==> src/rtl/dbg_pkg.sv <==
// Shared command/response codes and FSM state encoding for the USB debug bridge.
package dbg_pkg;

    localparam logic [7:0] CMD_READ  = 8'h52;
    localparam logic [7:0] CMD_WRITE = 8'h57;
    localparam logic [7:0] RSP_ACK   = 8'h06;
    localparam logic [7:0] RSP_NAK   = 8'h15;

    typedef enum logic [2:0] {
        IDLE,
        ADDR,
        WDATA,
        BUS,
        RESP
    } dbg_state_t;

endpackage

==> src/rtl/dbg_timeout_ctr.sv <==
// Saturating down-counter timeout: clr reloads LIMIT-1, en counts down to zero.
// expired is high while enabled and the count has reached zero.
module dbg_timeout_ctr #(
    parameter int unsigned LIMIT = 1024
) (
    input  logic clk48,
    input  logic reset,
    input  logic clr,
    input  logic en,
    output logic expired
);

    localparam int unsigned W = (LIMIT > 2) ? $clog2(LIMIT) : 1;
    localparam logic [W-1:0] LOAD = W'(LIMIT - 1);

    logic [W-1:0] cnt_q, cnt_d;

    // Reload on clear, otherwise count down and hold at zero.
    always_comb begin
        cnt_d = cnt_q;
        if (clr) begin
            cnt_d = LOAD;
        end else if (en && (cnt_q != '0)) begin
            cnt_d = cnt_q - W'(1);
        end
    end

    // Count register.
    always_ff @(posedge clk48 or posedge reset) begin
        if (reset) begin
            cnt_q <= LOAD;
        end else begin
            cnt_q <= cnt_d;
        end
    end

    assign expired = en && (cnt_q == '0);

endmodule

==> src/rtl/usb_dbg_bridge.sv <==
// USB-CDC debug bridge: decodes host 'R'/'W' frames into single-word bus
// accesses and returns ACK/NAK or the read word (little-endian).
//
// state | meaning
// IDLE  | waiting for a command byte
// ADDR  | collecting 4 address bytes
// WDATA | collecting 4 write-data bytes
// BUS   | mem_req outstanding, waiting for mem_ack or bus timeout
// RESP  | sending 1 or 4 response bytes
module usb_dbg_bridge
    import dbg_pkg::*;
#(
    parameter int unsigned ADDR_W       = 32,
    parameter int unsigned IDLE_TIMEOUT = 48000000,
    parameter int unsigned BUS_TIMEOUT  = 1024
) (
    input  logic              clk48,
    input  logic              reset,
    input  logic [7:0]        rx_data,
    input  logic              rx_valid,
    output logic              rx_ready,
    output logic [7:0]        tx_data,
    output logic              tx_valid,
    input  logic              tx_ready,
    output logic [ADDR_W-1:0] mem_addr,
    output logic [31:0]       mem_wdata,
    output logic              mem_we,
    output logic              mem_req,
    input  logic              mem_ack,
    input  logic [31:0]       mem_rdata
);

    dbg_state_t  state_q, state_d;
    logic [1:0]  byte_cnt_q, byte_cnt_d;
    logic        we_q, we_d;
    logic [31:0] addr_q, addr_d;
    logic [31:0] wdata_q, wdata_d;
    logic [31:0] resp_q, resp_d;
    logic [1:0]  resp_last_q, resp_last_d;
    logic [1:0]  tx_cnt_q, tx_cnt_d;
    logic        rx_ready_q, rx_ready_d;
    logic        tx_valid_q, tx_valid_d;
    logic [7:0]  tx_data_q, tx_data_d;
    logic        mem_req_q, mem_req_d;

    logic rx_fire, tx_fire, ack_fire;
    logic idle_en, idle_clr, idle_exp;
    logic bus_en, bus_clr, bus_exp;

    assign rx_fire  = rx_valid && rx_ready_q;
    assign tx_fire  = tx_valid_q && tx_ready;
    // An ack before mem_req is visible (entry cycle) or after timeout is ignored.
    assign ack_fire = mem_req_q && mem_ack;

    assign idle_en  = (state_q == ADDR) || (state_q == WDATA);
    assign idle_clr = rx_fire || !idle_en;
    assign bus_en   = (state_q == BUS);
    assign bus_clr  = !bus_en;

    dbg_timeout_ctr #(.LIMIT(IDLE_TIMEOUT)) u_idle_tmr (
        .clk48   (clk48),
        .reset   (reset),
        .clr     (idle_clr),
        .en      (idle_en),
        .expired (idle_exp)
    );

    dbg_timeout_ctr #(.LIMIT(BUS_TIMEOUT)) u_bus_tmr (
        .clk48   (clk48),
        .reset   (reset),
        .clr     (bus_clr),
        .en      (bus_en),
        .expired (bus_exp)
    );

    // Next-state, frame assembly and registered-output decode.
    always_comb begin
        state_d     = state_q;
        byte_cnt_d  = byte_cnt_q;
        we_d        = we_q;
        addr_d      = addr_q;
        wdata_d     = wdata_q;
        resp_d      = resp_q;
        resp_last_d = resp_last_q;
        tx_cnt_d    = tx_cnt_q;

        case (state_q)
            IDLE: begin
                if (rx_fire) begin
                    byte_cnt_d = 2'd0;
                    if (rx_data == CMD_READ) begin
                        we_d    = 1'b0;
                        state_d = ADDR;
                    end else if (rx_data == CMD_WRITE) begin
                        we_d    = 1'b1;
                        state_d = ADDR;
                    end else begin
                        resp_d      = {24'h0, RSP_NAK};
                        resp_last_d = 2'd0;
                        tx_cnt_d    = 2'd0;
                        state_d     = RESP;
                    end
                end
            end
            ADDR: begin
                // A byte in the expiry cycle takes priority over the timeout.
                if (rx_fire) begin
                    addr_d[{byte_cnt_q, 3'b000} +: 8] = rx_data;
                    byte_cnt_d = byte_cnt_q + 2'd1;
                    if (byte_cnt_q == 2'd3) begin
                        state_d = we_q ? WDATA : BUS;
                    end
                end else if (idle_exp) begin
                    byte_cnt_d = 2'd0;
                    state_d    = IDLE;
                end
            end
            WDATA: begin
                if (rx_fire) begin
                    wdata_d[{byte_cnt_q, 3'b000} +: 8] = rx_data;
                    byte_cnt_d = byte_cnt_q + 2'd1;
                    if (byte_cnt_q == 2'd3) begin
                        state_d = BUS;
                    end
                end else if (idle_exp) begin
                    byte_cnt_d = 2'd0;
                    state_d    = IDLE;
                end
            end
            BUS: begin
                // Ack in the expiry cycle completes the transaction normally.
                if (ack_fire) begin
                    if (we_q) begin
                        resp_d      = {24'h0, RSP_ACK};
                        resp_last_d = 2'd0;
                    end else begin
                        resp_d      = mem_rdata;
                        resp_last_d = 2'd3;
                    end
                    tx_cnt_d = 2'd0;
                    state_d  = RESP;
                end else if (bus_exp) begin
                    resp_d      = {24'h0, RSP_NAK};
                    resp_last_d = 2'd0;
                    tx_cnt_d    = 2'd0;
                    state_d     = RESP;
                end
            end
            RESP: begin
                if (tx_fire) begin
                    if (tx_cnt_q == resp_last_q) begin
                        tx_cnt_d = 2'd0;
                        state_d  = IDLE;
                    end else begin
                        tx_cnt_d = tx_cnt_q + 2'd1;
                    end
                end
            end
            default: begin
                state_d = IDLE;
            end
        endcase

        rx_ready_d = (state_d == IDLE) || (state_d == ADDR) || (state_d == WDATA);
        tx_valid_d = (state_d == RESP);
        tx_data_d  = resp_d[{tx_cnt_d, 3'b000} +: 8];
        mem_req_d  = (state_q == BUS) && (state_d == BUS);
    end

    // State and output registers; reset drops every handshake at once.
    always_ff @(posedge clk48 or posedge reset) begin
        if (reset) begin
            state_q     <= IDLE;
            byte_cnt_q  <= 2'd0;
            we_q        <= 1'b0;
            addr_q      <= 32'h0;
            wdata_q     <= 32'h0;
            resp_q      <= 32'h0;
            resp_last_q <= 2'd0;
            tx_cnt_q    <= 2'd0;
            rx_ready_q  <= 1'b0;
            tx_valid_q  <= 1'b0;
            tx_data_q   <= 8'h0;
            mem_req_q   <= 1'b0;
        end else begin
            state_q     <= state_d;
            byte_cnt_q  <= byte_cnt_d;
            we_q        <= we_d;
            addr_q      <= addr_d;
            wdata_q     <= wdata_d;
            resp_q      <= resp_d;
            resp_last_q <= resp_last_d;
            tx_cnt_q    <= tx_cnt_d;
            rx_ready_q  <= rx_ready_d;
            tx_valid_q  <= tx_valid_d;
            tx_data_q   <= tx_data_d;
            mem_req_q   <= mem_req_d;
        end
    end

    assign rx_ready  = rx_ready_q;
    assign tx_valid  = tx_valid_q;
    assign tx_data   = tx_data_q;
    assign mem_req   = mem_req_q;
    assign mem_we    = we_q;
    assign mem_addr  = addr_q[ADDR_W-1:0];
    assign mem_wdata = wdata_q;

endmodule
==> config.mk <==
export PLATFORM = sky130hd
export DESIGN_NAME = usb_dbg_bridge
export DESIGN_NICKNAME = d
export VERILOG_FILES = /design/src/rtl/dbg_pkg.sv /design/src/rtl/dbg_timeout_ctr.sv /design/src/rtl/usb_dbg_bridge.sv
export SDC_FILE = /design/constraint.sdc
export NUM_CORES = 1
export LEC_CHECK = 0
export BUFFER_PORTS_ARGS = -buffer_cell sky130_fd_sc_hd__buf_2
export CAP_MARGIN = 40
export CORE_AREA = 2 2 136 124
export CTS_CLUSTER_SIZE = 40
export DETAILED_ROUTE_END_ITERATION = 12
export DIE_AREA = 0 0 138 126
export GPL_TIMING_DRIVEN = 0
export PLACE_DENSITY = 0.65
export SLEW_MARGIN = 30
export SYNTH_ARGS = -nofsm -noshare
export SYNTH_HDL_FRONTEND = slang
export SYNTH_SLANG_ARGS = --single-unit
==> constraint.sdc <==
create_clock -name clk48 -period 5.7 [get_ports clk48]
set_input_delay 0.57 -clock clk48 [delete_from_list [all_inputs] [get_ports clk48]]
set_output_delay 0.57 -clock clk48 [all_outputs]
set_load 0.02 [all_outputs]
### Yosys cells after proc, flatten, opt, wreduce, memory -nomap -nowiden

Cells that the tools add are included.

* register bits: 153
* input bits: 45
* output and inout port bits: 76

* add/sub/neg operators: 5
* equal/unequal tests: 18
* shift-type cells: 3
* mux-type cells: 48
* reductions and logical operators: 29

Operators by type and width (number)
* 2-to-1 mux 32 bit: 6
* bitwise mux 32 bit: 2
* case mux 32 bit (2 select lines): 1
* 2-to-1 mux 26 bit: 2
* 2-to-1 mux 3 bit: 12
* 2-to-1 mux 2 bit: 16
* variable shift 8 x 7 -> 32 bit, first input constant: 1
* indexed part select 32 x 6 -> 8 bit: 1
* indexed part select 8 x 7 -> 32 bit: 1
* logical NOT 26 bit: 1
* nonzero test 26 bit: 1
* subtractor 26 x 1 -> 26 bit, second input constant: 1
* 2-to-1 mux 10 bit: 2
* equality test 8 x 7 -> 1 bit, second input constant: 2
* case mux 3 bit (5 select lines): 1
* equality test 3 x 2 -> 1 bit, second input constant: 4
* logical NOT 10 bit: 1
* nonzero test 10 bit: 1
* subtractor 10 x 1 -> 10 bit, second input constant: 1
* logical AND 1 bit: 8
* != test 2 bit, second input constant: 4
* case mux 2 bit (2 select lines): 2
* nonzero test 2 bit: 4
* negation 5 -> 7 bit: 1
* other kinds (16): 27

### Depth between registers and ports, before layout

Gate-level depths: netlist of the first run.

* depth in word-level cells: 9
* gate-level depth with buffers: 9

### Modules after synthesis

Synthesis of the first run repeated with hierarchy kept, for this count alone.

* cells, all modules: 699
* area, all modules: 6969.2 um^2

Modules (own cells, without submodules)
* usb_dbg_bridge: times used 1, cells an instance 480, area each 4875.9 um^2
* dbg_timeout_ctr (u_idle_tmr): times used 1, cells an instance 153, area each 1460.2 um^2
* dbg_timeout_ctr (u_bus_tmr): times used 1, cells an instance 66, area each 633.1 um^2

### Worst setup path before layout of the first run

No wires, ideal clock.

* path kind: flip-flop to flip-flop
* start: reg u_bus_tmr.cnt_q[0]
* end: reg tx_data_q[6], in the netlist tx_data[6]
* arrival: 2.441 ns
* path slack: 3.134 ns
* stages on the path, launching flop included: 10
* path buffers: 1
* path through: dfstp_2 -> inv_1 -> ha_1 -> nor3b_1 -> and3_1 -> o32ai_2 -> a21oi_4 -> buf_4 -> mux2_2 -> mux2_2

* cells in the longest elaborated chain, start to end: 6
* elaborated cells between the ends (all ways): 9

RTL lines
* start, declared: line dbg_timeout_ctr.sv:16 `logic [W-1:0] cnt_q, cnt_d;`
* start signal, assigned: line dbg_timeout_ctr.sv:33 `cnt_q <= cnt_d;`
* logical NOT 10 bit (*): line dbg_timeout_ctr.sv:37 `assign expired = en && (cnt_q == '0);`
* logical AND 1 bit (*): line dbg_timeout_ctr.sv:37
* 2-to-1 mux 2 bit or 2-to-1 mux 32 bit (tied branches): line usb_dbg_bridge.sv:142 `end else if (bus_exp) begin`
* 2-to-1 mux 2 bit or 2-to-1 mux 32 bit (tied branches): line usb_dbg_bridge.sv:132 `if (ack_fire) begin`
* case mux 2 bit (3 select lines) or case mux 32 bit (2 select lines) (tied branches): line usb_dbg_bridge.sv:87 `case (state_q)`
* indexed part select 32 x 6 -> 8 bit (*): line usb_dbg_bridge.sv:166 `tx_data_d = resp_d[{tx_cnt_d, 3'b000} +: 8];`
* net tx_data_d[6]: line usb_dbg_bridge.sv:43 `logic [7:0] tx_data_q, tx_data_d;`
* end signal, assigned: line usb_dbg_bridge.sv:196 `tx_data_q <= tx_data_d;`
* end, declared: line usb_dbg_bridge.sv:43

The timed path passes the listed nets; every way through them passes the cells marked *.
A chain may end at the register's enable or synchronous reset.

### Worst setup path after layout of the first run

* start: reg u_bus_tmr.cnt_q[0]
* end: reg tx_data_q[4], in the netlist tx_data[4]

The elaborated chain is that of the path after synthesis.

==> results.sh, run 1 <==
export IMPL_cts_sinks=152
export IMPL_io_buffers=120
export IMPL_cts_buffers=17
export IMPL_syn_inst=637
export IMPL_cellLeakagePower_uw=0.003784
export IMPL_clock_skew_final_ps=13.65
export IMPL_die_x_um=138
export IMPL_io_pins=121
export IMPL_cp_cell_sequence="inv_1 > ha_1 > nor3b_1 > and3_1 > o32ai_2 > a21oi_4 > buf_4 > mux2_2 > mux2_2"
export IMPL_syn2layout_area_growth_pct=21.90
export IMPL_layout_nets=835
export IMPL_firstDrtPassIters=4
export IMPL_crit_path_top_delay_cell="nor3b_1"
export IMPL_seqCellArea_um2=3840
export IMPL_layout_commonest_cell="nand2_1"
export IMPL_crit_top_cell="mux2_2"
export IMPL_cts_tree="built"
export IMPL_synth_area_leaders="dfrtp_1, dfstp_2, nand2_1"
export IMPL_path_clk_slew_ps=60
export IMPL_slew_headroom_pct=47.69
export IMPL_yosysSeqAreaShare_pct=56.82
export IMPL_grt_antenna_before_repair=1
export IMPL_status="completed"
export IMPL_worstMarginPinSlew_ps=778.2
export IMPL_cp_top_family="simple AND/OR/NAND/NOR gates"
export IMPL_crit_path_start="u_bus_tmr.cnt_q[0]"
export IMPL_clkPwrFrac_pct=38.2
export IMPL_postCtsHoldBufs=0
export IMPL_switching_share_pct=30.01
export IMPL_critPathRequiredTime_ps=6000
export IMPL_finalSetupTns_ps=0
export IMPL_cellPowerDensity_nw_per_um2=334.5
export IMPL_switchingPower_uw=826.9
export IMPL_endpoint_kind="flip-flop"
export IMPL_cp_num_buf_inv=2
export IMPL_nFillCells=1457
export IMPL_grt_pass1_vias=5558
export IMPL_drive_gt1_share_pct=29.17
export IMPL_yosys_most_used_dff="dfrtp_1"
export IMPL_ctsRootBufferMaster="clkbuf_16"
export IMPL_overflow=0
export IMPL_netlist_area_um2=6758
export IMPL_setup_viol=0
export IMPL_multiInputGateArea_um2=2759
export IMPL_slew_viol_final=0
export IMPL_slowest_delay_ps=440
export IMPL_final_cell_mix="nand2_1, buf_2, dfrtp_1"
export IMPL_drc=0
export IMPL_post_drt_wl_per_cell_um=16.55
export IMPL_crit_type="flip-flop to flip-flop"
export IMPL_clkLatencyLatePin_ps=420
export IMPL_final_antenna_net_count=0
export IMPL_gp_congestion=0.8048
export IMPL_yosys_area_top_type="dfrtp_1"
export IMPL_yosysUniqueCellTypes=58
export IMPL_start_util_pct=42.33
export IMPL_cts_buffer_depth=2
export IMPL_seq_power_share_pct=42.9
export IMPL_grt_pass1_wl_mm=27.47
export IMPL_ctsResizeCount=0
export IMPL_max_freq_ghz=0.3381
export IMPL_crit_arrival_ps=3260
export IMPL_drv_cap=0
export IMPL_drt_iter0_markers=301
export IMPL_fin_crit_sh_pct=51.88
export IMPL_period_minus_slack_ps=2957
export IMPL_final_hold_viol_count=0
export IMPL_cts_setup_buffers=0
export IMPL_comb_power_share_pct=18.9
export IMPL_die_h_um=126
export IMPL_wl_mm=16.55
export IMPL_via_count=5356
export IMPL_rsz0062_at_grt="false"
export IMPL_yosysTopAreaCellShare_pct=45.55
export IMPL_grt_max_degree=93
export IMPL_stdcell_count=1000
export IMPL_start_kind="flip-flop"
export IMPL_place_inst=968
export IMPL_ys_seq_elements=152
export IMPL_syn_num_nets=691
export IMPL_place_hpwl_mm=11.63
export IMPL_reg2reg_from="u_bus_tmr.cnt_q[0]"
export IMPL_syn_avg_cell_area_um2=10.61
export IMPL_rows=44
export IMPL_ir_worst_vdd_uv=256.3
export IMPL_cts_htree_levels=4
export IMPL_grt_usage_pct=19.56
export IMPL_coreArea_um2=15970
export IMPL_viasPerCell=5.356
export IMPL_critPathMaxFanout=10
export IMPL_dieArea_um2=17390
export IMPL_p_int_uw=1929
export IMPL_hold_class="primary input to async pin"
export IMPL_synth_yosys_warnings=0
export IMPL_synth_edf_count=0
export IMPL_async_flop_share_pct=100.0
## stage by stage
stage	hold WS, ps	utilization, %	total power, uW	setup slack, ps	instance area [um^2]
5_1_grt	195.1	51.60	2887	2535	8238
2_1_floorplan	451.1	-	1543	1085	6758
3_5_place_dp	473.7	48.13	1719	2734	7685
3_3_place_gp	454.8	47.71	1692	-390.2	7617
6_report	167.7	51.60	2756	2743	8238
4_1_cts	183.8	51.55	2779	2729	8230
## power by group through the flow
stage	Combinational, uW	Clock, uW	Sequential [uW]
6_report	519	1050	1180
5_1_grt	575	1120	1190
4_1_cts	521	1080	1180
3_5_place_dp	517	0	1200
3_3_place_gp	495	0	1200
2_1_floorplan	295	0	1250
## kinds of logic (layout without fill, tap and decap cells)
kind of cell | Yosys count | after routing | synth area share, %
compound gates | 137 | 137 | 13.55
xor+xnor | 26 | 26 | 3.370
fa+ha+maj | 9 | 9 | 1.666
buf+inv | 37 | 192 | 2.518
flops | 152 | 152 | 56.82
mux | 25 | 25 | 4.166
other cells | 0 | 1 | 0
simple gates | 251 | 251 | 17.90
## per-layer routing
layer,GRT usage [%],routed length (um),up-vias
met4,8.583,440,0
met3,5.209,986,32
met1,25.17,7419,2638
met5,0,0,-
li1,-,-,2529
met2,31.36,7705,157
## worst paths after layout
kind	endpoint	slack, ps	cells past startpoint
setup / recovery	tx_data[4]	2740	9
min in group clk48	resp_q[30]	400	2
hold / removal	resp_q[27]	170	2
setup reg to reg	tx_data[4]	2740	9
hold reg to reg	mem_wdata[15]	480	2
max in group asynchronous	u_bus_tmr.cnt_q[8]	4730	3
## registers in the layout, summed over array words and instances (netlist names)
signal	cells
mem_addr	32
mem_wdata	32
resp_q	32
u_idle_tmr.cnt_q	26
u_bus_tmr.cnt_q	10
tx_data	8
state_q	3
byte_cnt_q	2
tx_cnt_q	2
mem_req	1
mem_we	1
resp_last_q	1
rx_ready	1
tx_valid	1
## synth_stat cells, drive strengths merged (2+ instances only)
master	n
a211o	2
a211oi	3
a21oi	11
a22o	29
a2bb2oi	2
a31oi	2
and3	3
and3b	2
buf	8
clkbuf	15
dfrtp	123
dfstp	29
ha	9
inv	14
mux2	25
nand2	140
nand2b	2
nand3	14
nand3b	6
nand4	5
nand4b	4
nor2	26
nor2b	2
nor3	11
nor3b	8
nor4	9
o21ai	76
o21bai	2
o41ai	2
or2	4
or3	6
or4	3
xnor2	9
xor2	17
## final cells by class
class | count | area share (%)
antenna | 1 | 0.03038
buffer | 23 | 1.428
clock buffer | 20 | 5.422
clock inverter | 10 | 1.200
inverter | 14 | 0.7290
multi-input combinational | 448 | 33.49
sequential | 152 | 46.61
tap | 207 | 3.144
timing repair buffer | 125 | 7.944
No activity file was read; power rests on OpenSTA's default activity.
==> run 2, diff against run 1 <==
clock period = 3 ns   (was 5.7 ns; I/O delays follow)
==> results.sh, run 2 (synthesis results as in run 1) <==
export IMPL_status="completed"
export IMPL_final_antenna_net_count=0
export IMPL_firstDrtPassIters=5
export IMPL_fin_area_um2=8381
export IMPL_ir_worst_vdd_uv=423.4
export IMPL_slowest_delay_ps=370
export IMPL_layout_commonest_cell="nand2_1"
export IMPL_rows=44
export IMPL_crit_arrival_ps=3070
export IMPL_grt_pass1_vias=5615
export IMPL_place_hpwl_mm=11.89
export IMPL_crit_top_cell="mux2_2"
export IMPL_grt_pass1_wl_mm=27.55
export IMPL_cellLeakagePower_uw=0.003836
export IMPL_overflow=0
export IMPL_final_cell_mix="nand2_1, buf_2, dfrtp_1"
export IMPL_io_pins=121
export IMPL_ctsRootBufferMaster="clkbuf_16"
export IMPL_clock_skew_final_ps=8.115
export IMPL_cts_buffer_depth=2
export IMPL_gp_congestion=0.8045
export IMPL_grt_antenna_before_repair=1
export IMPL_rsz0062_at_grt="false"
export IMPL_critPathMaxFanout=10
export IMPL_drt_iter0_markers=227
export IMPL_crit_path_top_delay_cell="dfstp_2"
export IMPL_cellPowerDensity_nw_per_um2=642.1
export IMPL_worstMarginPinSlew_ps=692.9
export IMPL_period_minus_slack_ps=2767
export IMPL_grt_max_degree=32
export IMPL_viasPerCell=5.378
export IMPL_coreArea_um2=15970
export IMPL_grt_usage_pct=19.53
export IMPL_cp_cell_sequence="inv_1 > ha_1 > nor3b_2 > and3_1 > o32ai_2 > a21oi_4 > buf_4 > mux2_2 > mux2_2"
export IMPL_wl_mm=16.54
export IMPL_clkLatencyLatePin_ps=420
export IMPL_die_h_um=126
export IMPL_post_drt_wl_per_cell_um=16.44
export IMPL_place_area_um2=7769
export IMPL_met2_usage_pct=32.32
export IMPL_dieArea_um2=17390
export IMPL_cp_num_buf_inv=2
export IMPL_cts_sinks=152
export IMPL_p_total_uw=5381
export IMPL_io_buffers=120
export IMPL_crit_type="flip-flop to flip-flop"
export IMPL_cp_top_family="multiplexers"
export IMPL_start_kind="flip-flop"
export IMPL_start_util_pct=42.33
export IMPL_setup_viol=0
export IMPL_endpoint_kind="flip-flop"
export IMPL_final_hold_viol_count=0
export IMPL_grt_use_met3_pct=5.019
export IMPL_drc=0
export IMPL_critPathRequiredTime_ps=3300
export IMPL_via_count=5410
export IMPL_die_x_um=138
export IMPL_layout_nets=839
export IMPL_final_util_pct=52.49
export IMPL_cts_tree="built"
export IMPL_reg2reg_setup_slack_ps=230
export IMPL_path_clk_slew_ps=70
export IMPL_use_met1_pct=25.04
export IMPL_cts_htree_levels=4
export IMPL_grt_busiest_layer="met2"
export IMPL_drv_cap=0
export IMPL_slew_headroom_pct=53.42
export IMPL_syn2layout_area_growth_pct=24.01
export IMPL_slew_viol_final=0
export IMPL_cts_buffers=17
export IMPL_hold_class="primary input to flip-flop"
export IMPL_fin_crit_sh_pct=92.25
export IMPL_finalSetupTns_ps=0
export IMPL_max_freq_ghz=0.3613
export IMPL_drive_gt1_share_pct=29.95
## run 2: stage by stage
step           cells  hold WS [ps]  setup WS [ps]
2_1_floorplan    637         444.1          434.5
3_3_place_gp     964         455.8         -15.28
3_5_place_dp     972         397.2          76.81
4_1_cts         1005         111.6          39.55
5_1_grt         1006         122.5          56.99
6_report        1006         127.0          232.6
## run 2: what timing repair did
action | CTS | global route
setup buffers | 0 | 0
gates resized for setup | 0 | 1
setup endpoints to repair | 0 | 8
hold endpoints to repair | 8 | 0
hold buffers | 1 | 0
## run 2: final timing paths
path,from,endpoint,depth (start not counted)
setup / recovery,u_bus_tmr.cnt_q[0],tx_data[4],9
setup reg to reg,u_bus_tmr.cnt_q[0],tx_data[4],9
min in group asynchronous,reset,mem_addr[16],3
hold reg to reg,mem_wdata[9],mem_wdata[9],2
max in group asynchronous,reset,resp_q[3],6
hold / removal,mem_rdata[29],resp_q[29],2
## run 2: per-layer routing
metal	vias to the layer above	part of all wire, %
met2	159	48
li1	2541	-
met3	24	5.3
met5	-	0
met1	2686	45
met4	0	2.2
## run 2: final cells by class
type	count	area [um^2]
clock buffers	18	429.2
well taps	207	259.0
flip-flops and latches	152	3840
multi-input cells	448	2769
repair buffers	129	747.0
fillers	1424	7585
inverters	14	56.30
clock inverters	14	160.2
diodes	1	2.502
plain buffers	23	117.6
## run 2: power breakdown
part	switching, uW	internal [uW]	leakage, uW
Clock	885	1250	0.000281
Sequential	77.8	2170	0.00198
Combinational	654	348	0.00158
Total	1620	3760	0.00384
